File: src/rtl/johnson_phase_monitor.sv
// johnson_phase_monitor: decodes a Johnson counter bus into a registered phase,
// checks step order, counts rotations and holds sticky error flags.
//
// Ports:
//   CLK          rising-edge clock, shared with the Johnson counter
//   Reset        synchronous active-high reset
//   en           sample enable; when low, state and outputs hold
//   q_in         Johnson code from the counter
//   err_clr      clears the sticky flags; a same-cycle new error wins
//   phase        registered one-hot phase
//   phase_idx    registered binary phase index
//   phase_valid  phase/phase_idx hold a decoded legal code
//   cycle_count  completed rotations, wraps
//   illegal_code sticky: a non-Johnson code was sampled
//   seq_error    sticky: a legal code arrived out of order
module johnson_phase_monitor #(
  parameter int WIDTH = 4,
  parameter int CNT_W = 8
) (
  input  logic                          CLK,
  input  logic                          Reset,
  input  logic                          en,
  input  logic [WIDTH-1:0]              q_in,
  input  logic                          err_clr,
  output logic [2*WIDTH-1:0]            phase,
  output logic [$clog2(2*WIDTH)-1:0]    phase_idx,
  output logic                          phase_valid,
  output logic [CNT_W-1:0]              cycle_count,
  output logic                          illegal_code,
  output logic                          seq_error
);

  localparam int NP = 2 * WIDTH;
  localparam int IW = $clog2(NP);

  typedef enum logic {
    SYNC,
    TRACK
  } state_t;

  state_t state, state_n;

  // Phase k <= N fills the low k bits; phase k > N keeps the top 2N-k bits.
  function automatic logic [WIDTH-1:0] code_of(input int k);
    logic [WIDTH-1:0] c;
    c = '0;
    for (int b = 0; b < WIDTH; b++) begin
      c[b] = (k <= WIDTH) ? (b < k) : (b >= k - WIDTH);
    end
    return c;
  endfunction

  logic          legal;
  logic [IW-1:0] idx;
  logic [IW-1:0] succ;
  logic          last;

  always_comb begin
    legal = 1'b0;
    idx   = '0;
    for (int k = 0; k < NP; k++) begin
      if (q_in == code_of(k)) begin
        legal = 1'b1;
        idx   = IW'(k);
      end
    end
  end

  assign last = (phase_idx == IW'(NP - 1));
  assign succ = last ? '0 : phase_idx + IW'(1);

  logic [IW-1:0]    idx_n;
  logic             valid_n;
  logic [CNT_W-1:0] cnt_n;
  logic             ill_hit;
  logic             seq_hit;
  logic [NP-1:0]    phase_n;
  logic             ill_n;
  logic             seq_n;

  always_comb begin
    state_n = state;
    idx_n   = phase_idx;
    valid_n = phase_valid;
    cnt_n   = cycle_count;
    ill_hit = 1'b0;
    seq_hit = 1'b0;
    if (en) begin
      unique case (state)
        SYNC: begin
          if (legal) begin
            idx_n   = idx;
            valid_n = 1'b1;
            state_n = TRACK;
          end else begin
            ill_hit = 1'b1;
            idx_n   = '0;
            valid_n = 1'b0;
          end
        end
        TRACK: begin
          if (!legal) begin
            ill_hit = 1'b1;
            idx_n   = '0;
            valid_n = 1'b0;
            state_n = SYNC;
          end else if (idx == phase_idx) begin
            idx_n = phase_idx;
          end else if (idx == succ) begin
            idx_n = idx;
            if (last) cnt_n = cycle_count + CNT_W'(1);
          end else begin
            seq_hit = 1'b1;
            idx_n   = idx;
          end
        end
        default: state_n = SYNC;
      endcase
    end
    phase_n = valid_n ? ({{(NP-1){1'b0}}, 1'b1} << idx_n) : '0;
    ill_n   = (illegal_code & ~err_clr) | ill_hit;
    seq_n   = (seq_error & ~err_clr) | seq_hit;
  end

  always_ff @(posedge CLK) begin
    if (Reset) begin
      state        <= SYNC;
      phase        <= '0;
      phase_idx    <= '0;
      phase_valid  <= 1'b0;
      cycle_count  <= '0;
      illegal_code <= 1'b0;
      seq_error    <= 1'b0;
    end else begin
      state        <= state_n;
      phase        <= phase_n;
      phase_idx    <= idx_n;
      phase_valid  <= valid_n;
      cycle_count  <= cnt_n;
      illegal_code <= ill_n;
      seq_error    <= seq_n;
    end
  end

endmodule

File: config.mk
export PLATFORM = sky130hd
export DESIGN_NAME = johnson_phase_monitor
export DESIGN_NICKNAME = d
export VERILOG_FILES = /design/src/rtl/johnson_phase_monitor.sv
export SDC_FILE = /design/constraint.sdc
export NUM_CORES = 1
export LEC_CHECK = 0
export BUFFER_PORTS_ARGS = -buffer_cell sky130_fd_sc_hd__buf_2
export CORE_ASPECT_RATIO = 0.5
export CORE_MARGIN = 8
export CORE_UTILIZATION = 35
export CTS_BUF_LIST = sky130_fd_sc_hd__clkbuf_16
export DETAILED_ROUTE_END_ITERATION = 8
export SLEW_MARGIN = 0
export SYNTH_ARGS = -nofsm -noshare
export SYNTH_HDL_FRONTEND = slang
export SYNTH_SLANG_ARGS = --single-unit
File: constraint.sdc
create_clock -name CLK -period 2.75 [get_ports CLK]
set_clock_uncertainty 0.05 [all_clocks]
set_input_delay 0.825 -clock CLK [delete_from_list [all_inputs] [get_ports CLK]]
set_output_delay 0.825 -clock CLK [all_outputs]
set_load 0.01 [all_outputs]
==> reports/metrics.csv, run 1 <==
stage;metric;value;unit
critical_path;max incr delay on CP;0.39;ns
global_routing;largest net degree at the start of global routing;18;
floorplan;Chip Height;58.72;um
clock_tree;clk buf depth;2;
routing;DRC;0;
routing;Vias;1066;
clock_tree;CTS root buffer;clkbuf_16;
timing;Final Hold Vio Count;0;
clock_tree;clk slew on worst S/H paths;0.06;ns
critical_path;endpoint class of the critical path;flip-flop;
timing;FMAX;411.2;MHz
synthesis;Commonest cells post-synth;dfxtp_1 (23), nor2_1 (11), nor2b_1 (11);
critical_path;Critical Path RT;2.84;ns
routing;DRT iter0 DRCs;36;
critical_path;startpoint types;input port;
job;max-cap violation count;0;
routing;Met1 Wirelength;1328;um
timing;Final min period;2.432;ns
floorplan;die area;0.005957;mm2
global_routing;GRT Util Overall;0.09601;
run_status;status;completed;
routing;DR pass1 iterations;5;
routing;DRT Wirelength;2721;um
floorplan;# IOs;30;
critical_path;crit path kind;in -> reg;
timing;# setup viols final;0;
clock_tree;clock sinks;23;
synthesis;Synth top area share;0.3604;
finish;layout cells sized above 1;0.3293;
finish;Nets;179;
synthesis;Synth Flop Type;dfxtp_1;
synthesis;share of flip-flops with an asynchronous set or reset;0;
routing;metal3 WL;166;um
clock_tree;CTS tree;done;
clock_tree;CTS Hold Bufs;0;
routing;post-DR wirelength/cell;12.48;um
synthesis;synth top area cells;dfxtp_1 (36%), nor2b_1 (5.4%), a21oi_1 (3.9%), nor2_1 (3.2%), ha_1 (2.9%);
placed_design;Place WS;0.05695;ns
clock_tree;CTS resizes;0;
synthesis;Synth area leader;dfxtp_1;
synthesis;number of synthesized flops with an enable pin;0;
synthesis;Synth Cell Area;0.001277;mm2
timing;Final Slew Violations;0;
synthesis;synth warn;0;
clock_tree;cts bufs inserted;3;
synthesis;synth unique cells;50;
floorplan;# rows;15;
clock_tree;Post-CTS Setup Repair Bufs;0;
power_and_ir_drop;Pwr per Cell Area;496.0;mW/mm2
timing;unrepaired setup endpoints after global routing;false;
synthesis;sequential fraction of the synthesis area;0.3604;
floorplan;die width;101.4;um
routing;top layer in use;met4;
global_routing;first-pass GRT wire length;4581;um
routing;met2 wire len;1199;um
power_and_ir_drop;Max VDD drop;212.7;uV
critical_path;CP delay by family, top;simple AND/OR/NAND/NOR gates;
routing;Final ANT Viol Nets;0;
critical_path;CP bufs+invs;1;
floorplan;Core Footprint;0.003472;mm2
floorplan;starting density of the core;0.3679;
placed_design;IO Port Bufs;29;
placed_design;placer congestion estimate;0.7714;
synthesis;Post-Synthesis Cells;136;
synthesis;Syn Nets;147;
finish;Area Overhead vs Synth;22.04;%
synthesis;most frequent cell after synthesis;dfxtp_1;
clock_tree;H-Tree Depth;1;
timing;Setup TNS Final;0;ns
placed_design;hpwl dp;2158;um
power_and_ir_drop;Leakage;0.6889;nW
critical_path;crit path cell chain;buf_2, and2b_4, mux2i_2, xor2_1, a31o_2, or3_4, mux2_4;
clock_tree;Clock Latency Late Sink;0.25;ns
finish;Diodes inserted;0;
timing;worst-margin pin slew;0.4922;ns
critical_path;WP data arrival;2.52;ns
critical_path;crit-path max FO;12;
global_routing;grt ovf;0;
min_path;hold crit path type;reg -> reg;
timing;post-route setup slack;0.3183;ns
synthesis;syn_area_per_cell;9.393;um2
timing;fin crit share;0.8842;
synthesis;synthesized flop and latch total;23;
timing;relative slew slack;0.6676;
critical_path;slowest CP cell;or3_4;
global_routing;initial antenna violation count;0;
global_routing;vias in the first global route;966;
finish;# fillers;357;
routing;vias per cell;4.890;
## area by class of cell
cell class	instances	area, um2	area share
clock buffer	3	75.07	0.04815
clock inverter	1	7.507	0.004815
inverter	2	7.507	0.004815
multi-input combinational	103	754.5	0.4839
sequential	23	460.4	0.2953
tap	51	63.81	0.04093
timing repair buffer	35	190.2	0.1220
## worst paths after layout
| path | startpoint | slack, ns | depth (start not counted) | endpoint |
|---|---|---|---|---|
| setup / recovery | q_in[0] | 0.32 | 7 | cycle_count[5] |
| hold / removal | cycle_count[1] | 0.46 | 2 | cycle_count[1] |
| setup reg to reg | phase_idx[1] | 0.44 | 7 | cycle_count[5] |
| hold reg to reg | cycle_count[1] | 0.46 | 2 | cycle_count[1] |
## cell usage in the layout, fill, tap and decap left out, drive strengths merged, types with 5 or more instances in the layout
cell / n
dfxtp: 23
a21oi: 10
nor2b: 11
mux2i: 5
buf: 35
nor2: 11
## power breakdown
part           switching, mW  leakage (nW)  internal (mW)
clock network          0.117        0.0371          0.197
logic                 0.0601         0.465         0.0512
registers            0.00589         0.187          0.342
total                  0.183         0.689          0.590
## state kept, by name, summed over array words and instances (netlist names)
register      flops
cycle_count       8
illegal_code      1
phase             8
phase_idx         3
phase_valid       1
seq_error         1
state             1
## tightest hold or removal path: stages, from the launching register on
cell and delay [ns]:
dfxtp_1 0.33, o21ai_0 0.08, a21oi_1 0.06
## layer usage
| metal | GRT usage | vias up |
|---|---|---|
| met5 | 0 | - |
| met4 | 0.03774 | 0 |
| met3 | 0.03055 | 2 |
| met2 | 0.1561 | 27 |
| met1 | 0.1155 | 485 |
| li1 | - | 552 |
## cell families after synthesis
| kind of cell | count (synthesis) | share of synthesized area |
|---|---|---|
| simple gates | 57 | 0.2762 |
| compound gates | 30 | 0.1714 |
| flops | 23 | 0.3604 |
| buf+inv | 10 | 0.04897 |
| mux | 9 | 0.08619 |
| xor+xnor | 4 | 0.02743 |
| fa+ha+maj | 3 | 0.02939 |
## per-stage QoR
step	total power, mW	hold WS, ns	utilization	std cells	area [um2]
floorplan	0.4401	0.4720	-	136	1277
global placement	0.4659	0.4609	0.4252	214	1476
detailed placement	0.4673	0.4622	0.4252	214	1476
CTS	0.7856	0.4706	0.4490	218	1559
global route	0.8134	0.5044	0.4490	218	1559
finish	0.7732	0.4616	0.4490	218	1559
No activity file was read; power rests on OpenSTA's default activity.
==> inputs of run 2 (changes only) <==
--- a/config.mk
+++ b/config.mk
@@ -10,7 +10,9 @@
 export CORE_MARGIN = 8
 export CORE_UTILIZATION = 35
 export CTS_BUF_LIST = sky130_fd_sc_hd__clkbuf_16
+export CTS_CLUSTER_DIAMETER = 60
 export DETAILED_ROUTE_END_ITERATION = 8
+export SETUP_SLACK_MARGIN = 0.4
 export SLEW_MARGIN = 0
 export SYNTH_ARGS = -nofsm -noshare
 export SYNTH_HDL_FRONTEND = slang
==> run 2 against run 1 <==
Global-route usage shrank 0.23 points. Via count rose by 5.4%. First-iteration DRC count grew 33%. Cell area grew 11%. Count of clock-buffer cells in the layout is the same. Critical path depth increased by 1. Die area is the same. Combinational power increased by 26%. Sequential power is essentially flat. Utilization up 4.9 points. Largest cell class unchanged.
==> reports/metrics.csv, run 2 (synthesized netlist as in run 1, its figures left out) <==
stage;metric;value;unit;change
critical_path;Critical Path RT;2.85;ns;was 2.84 ns
routing;Vias;1124;;was 1066
routing;DRC;0;;unchanged
timing;Final min period;2.317;ns;was 2.432 ns
routing;Final ANT Viol Nets;0;;unchanged
clock_tree;clock sinks;23;;unchanged
clock_tree;CTS Hold Bufs;0;;unchanged
global_routing;GRT Util Overall;0.09371;;was 0.09601
routing;DRT iter0 DRCs;48;;was 36
job;max-cap violation count;0;;unchanged
critical_path;crit path cell chain;buf_12, buf_4, a21oi_1, o221a_2, o21ai_2, a31o_4, or3_4, mux2_4;;was buf_2, and2b_4, mux2i_2, xor2_1, a31o_2, or3_4, mux2_4
critical_path;slowest CP cell;or3_4;;unchanged
placed_design;placer congestion estimate;0.7347;;was 0.7714
clock_tree;clk slew on worst S/H paths;0.06;ns;about the same
critical_path;Worst R2R Start;phase_idx[1];;unchanged
finish;most frequent cells in the layout;buf_2 (26), dfxtp_1 (22), nor2_1 (11), nor2b_1 (11), buf_4 (11);;was buf_2 (29), dfxtp_1 (23), nor2_1 (11), nor2b_1 (11), a21oi_1 (10)
finish;Largest regs;cycle_count (8), phase (8), phase_idx (3);;unchanged
critical_path;crit path kind;in -> reg;;unchanged
placed_design;hpwl dp;2115;um;was 2158 um
placed_design;IO Port Bufs;29;;unchanged
global_routing;initial antenna violation count;0;;unchanged
routing;vias per cell;5.018;;was 4.890
critical_path;max incr delay on CP;0.37;ns;was 0.39 ns
floorplan;starting density of the core;0.3679;;unchanged
critical_path;Worst R2R Setup Slack;0.52;ns;was 0.44 ns
min_path;hold path startpoint;cycle_count[1];;unchanged
clock_tree;Clock Latency Late Sink;0.26;ns;was 0.25 ns
finish;layout cells sized above 1;0.3931;;was 0.3293
clock_tree;cts bufs inserted;3;;unchanged
clock_tree;clk buf depth;2;;unchanged
routing;post-DR wirelength/cell;13.23;um;was 12.48 um
clock_tree;CTS tree;done;;unchanged
routing;DR pass1 iterations;4;;was 5
floorplan;Core Footprint;0.003472;mm2;unchanged
critical_path;r2r endpoint;cycle_count[5];;unchanged
finish;Diodes inserted;0;;unchanged
power_and_ir_drop;Pwr per Cell Area;468.4;mW/mm2;was 496.0 mW/mm2
critical_path;WP data arrival;2.41;ns;was 2.52 ns
timing;unrepaired setup endpoints after global routing;false;;unchanged
global_routing;largest net degree at the start of global routing;18;;unchanged
power_and_ir_drop;Leakage;0.7588;nW;was 0.6889 nW
clock_tree;CTS root buffer;clkbuf_16;;unchanged
floorplan;die width;101.4;um;unchanged
timing;Setup TNS Final;0;ns;unchanged
timing;fin crit share;0.8424;;was 0.8842
floorplan;Chip Height;58.72;um;unchanged
finish;Area Overhead vs Synth;35.46;%;was 22.04%
power_and_ir_drop;Max VDD drop;243.3;uV;was 212.7 uV
timing;FMAX;431.7;MHz;was 411.2 MHz
critical_path;endpoint class of the critical path;flip-flop;;unchanged
finish;Final Cell Area;0.001730;mm2;was 0.001559 mm2
critical_path;startpoint types;input port;;unchanged
finish;most common cell after layout, fill and taps aside;buf_2;;unchanged
global_routing;grt ovf;0;;unchanged
timing;worst-margin pin slew;0.4164;ns;was 0.4922 ns
finish;register area;461.7;um2;was 460.4 um2
routing;DRT Wirelength;2964;um;was 2721 um
critical_path;CP startpoint;q_in[3];;was q_in[0]
placed_design;Placed Instance Area;0.001478;mm2;was 0.001476 mm2
floorplan;# IOs;30;;unchanged
timing;# setup viols final;0;;unchanged
finish;Nets;185;;was 179
global_routing;vias in the first global route;990;;was 966
finish;area of the multi-input gates;812.0;um2;was 754.5 um2
floorplan;# rows;15;;unchanged
timing;Final Slew Violations;0;;unchanged
min_path;hold crit path type;reg -> reg;;unchanged
finish;# fillers;325;;was 357
timing;Final Hold Vio Count;0;;unchanged
clock_tree;H-Tree Depth;1;;unchanged
critical_path;R2R depth;7;;unchanged
global_routing;first-pass GRT wire length;4519;um;was 4581 um
critical_path;CP endpoint;cycle_count[5];;unchanged
critical_path;crit-path max FO;7;;was 12
timing;relative slew slack;0.7195;;was 0.6676
floorplan;die area;0.005957;mm2;unchanged
run_status;status;completed;;unchanged
==> run 2: metrics by stage <==
step	std cells	hold WS (ns)	total power, mW	utilization	setup WS, ns
6_report	224	0.4652	0.8105	0.4984	0.4334
5_1_grt	224	0.4982	0.8417	0.4984	0.3813
4_1_cts	218	0.4738	0.7941	0.4595	0.4081
3_5_place_dp	212	0.4655	0.4687	0.4256	0.03915
3_3_place_gp	212	0.4607	0.4672	0.4256	0.06061
2_1_floorplan	136	0.4720	0.4449	-	0.2766
==> run 2: worst min path at each step <==
stage                                 to  slack, ns  depth (start not counted)
after floorplan           cycle_count[1]       0.47                          2
after global placement    cycle_count[0]       0.46                          2
after detailed placement  cycle_count[1]       0.47                          2
after CTS                 cycle_count[1]       0.47                          2
after global routing      cycle_count[1]       0.50                          2
final                     cycle_count[1]       0.47                          2
==> run 2: critical path, delay by kind of cell <==
| kind | cells | cell delay [ns] |
|---|---|---|
| muxes | 1 | 0.29 |
| and+or+nand+nor | 1 | 0.37 |
| buffers and inverters | 2 | 0.24 |
| AOI/OAI and AO/OA | 4 | 0.69 |
==> run 2: final cells by class <==
type / count / share of cell area
multi-input cells: 103 / 0.4693
flip-flops and latches: 23 / 0.2668
repair buffers: 41 / 0.1750
clock buffers: 3 / 0.04338
well taps: 51 / 0.03688
clock inverters: 1 / 0.004338
inverters: 2 / 0.004338
==> run 2: timing repair <==
action / in CTS / in global routing
setup endpoints to repair: 1 / 5
setup buffers: 2 / 4
resized for setup: 7 / 9
hold endpoints to repair: 0 / 0
pin swaps: 2 / 5
cloned: 0 / 2
==> run 2: per-layer routing <==
layer  vias to the layer above  wire length (um)  GRT usage
li1                        566                 -          -
met1                       537              1366     0.1120
met2                        16              1423     0.1552
met3                         5               136    0.02703
met4                         0                38    0.03774
met5                         -                 0          0
==> run 2: report_power, final <==
group          leakage [nW]  internal (mW)  switching (mW)  total [mW]
clock                0.0371          0.197           0.123       0.321
combinational         0.535         0.0731          0.0674       0.140
sequential            0.187          0.342         0.00743       0.349
total                 0.759          0.612           0.198       0.811
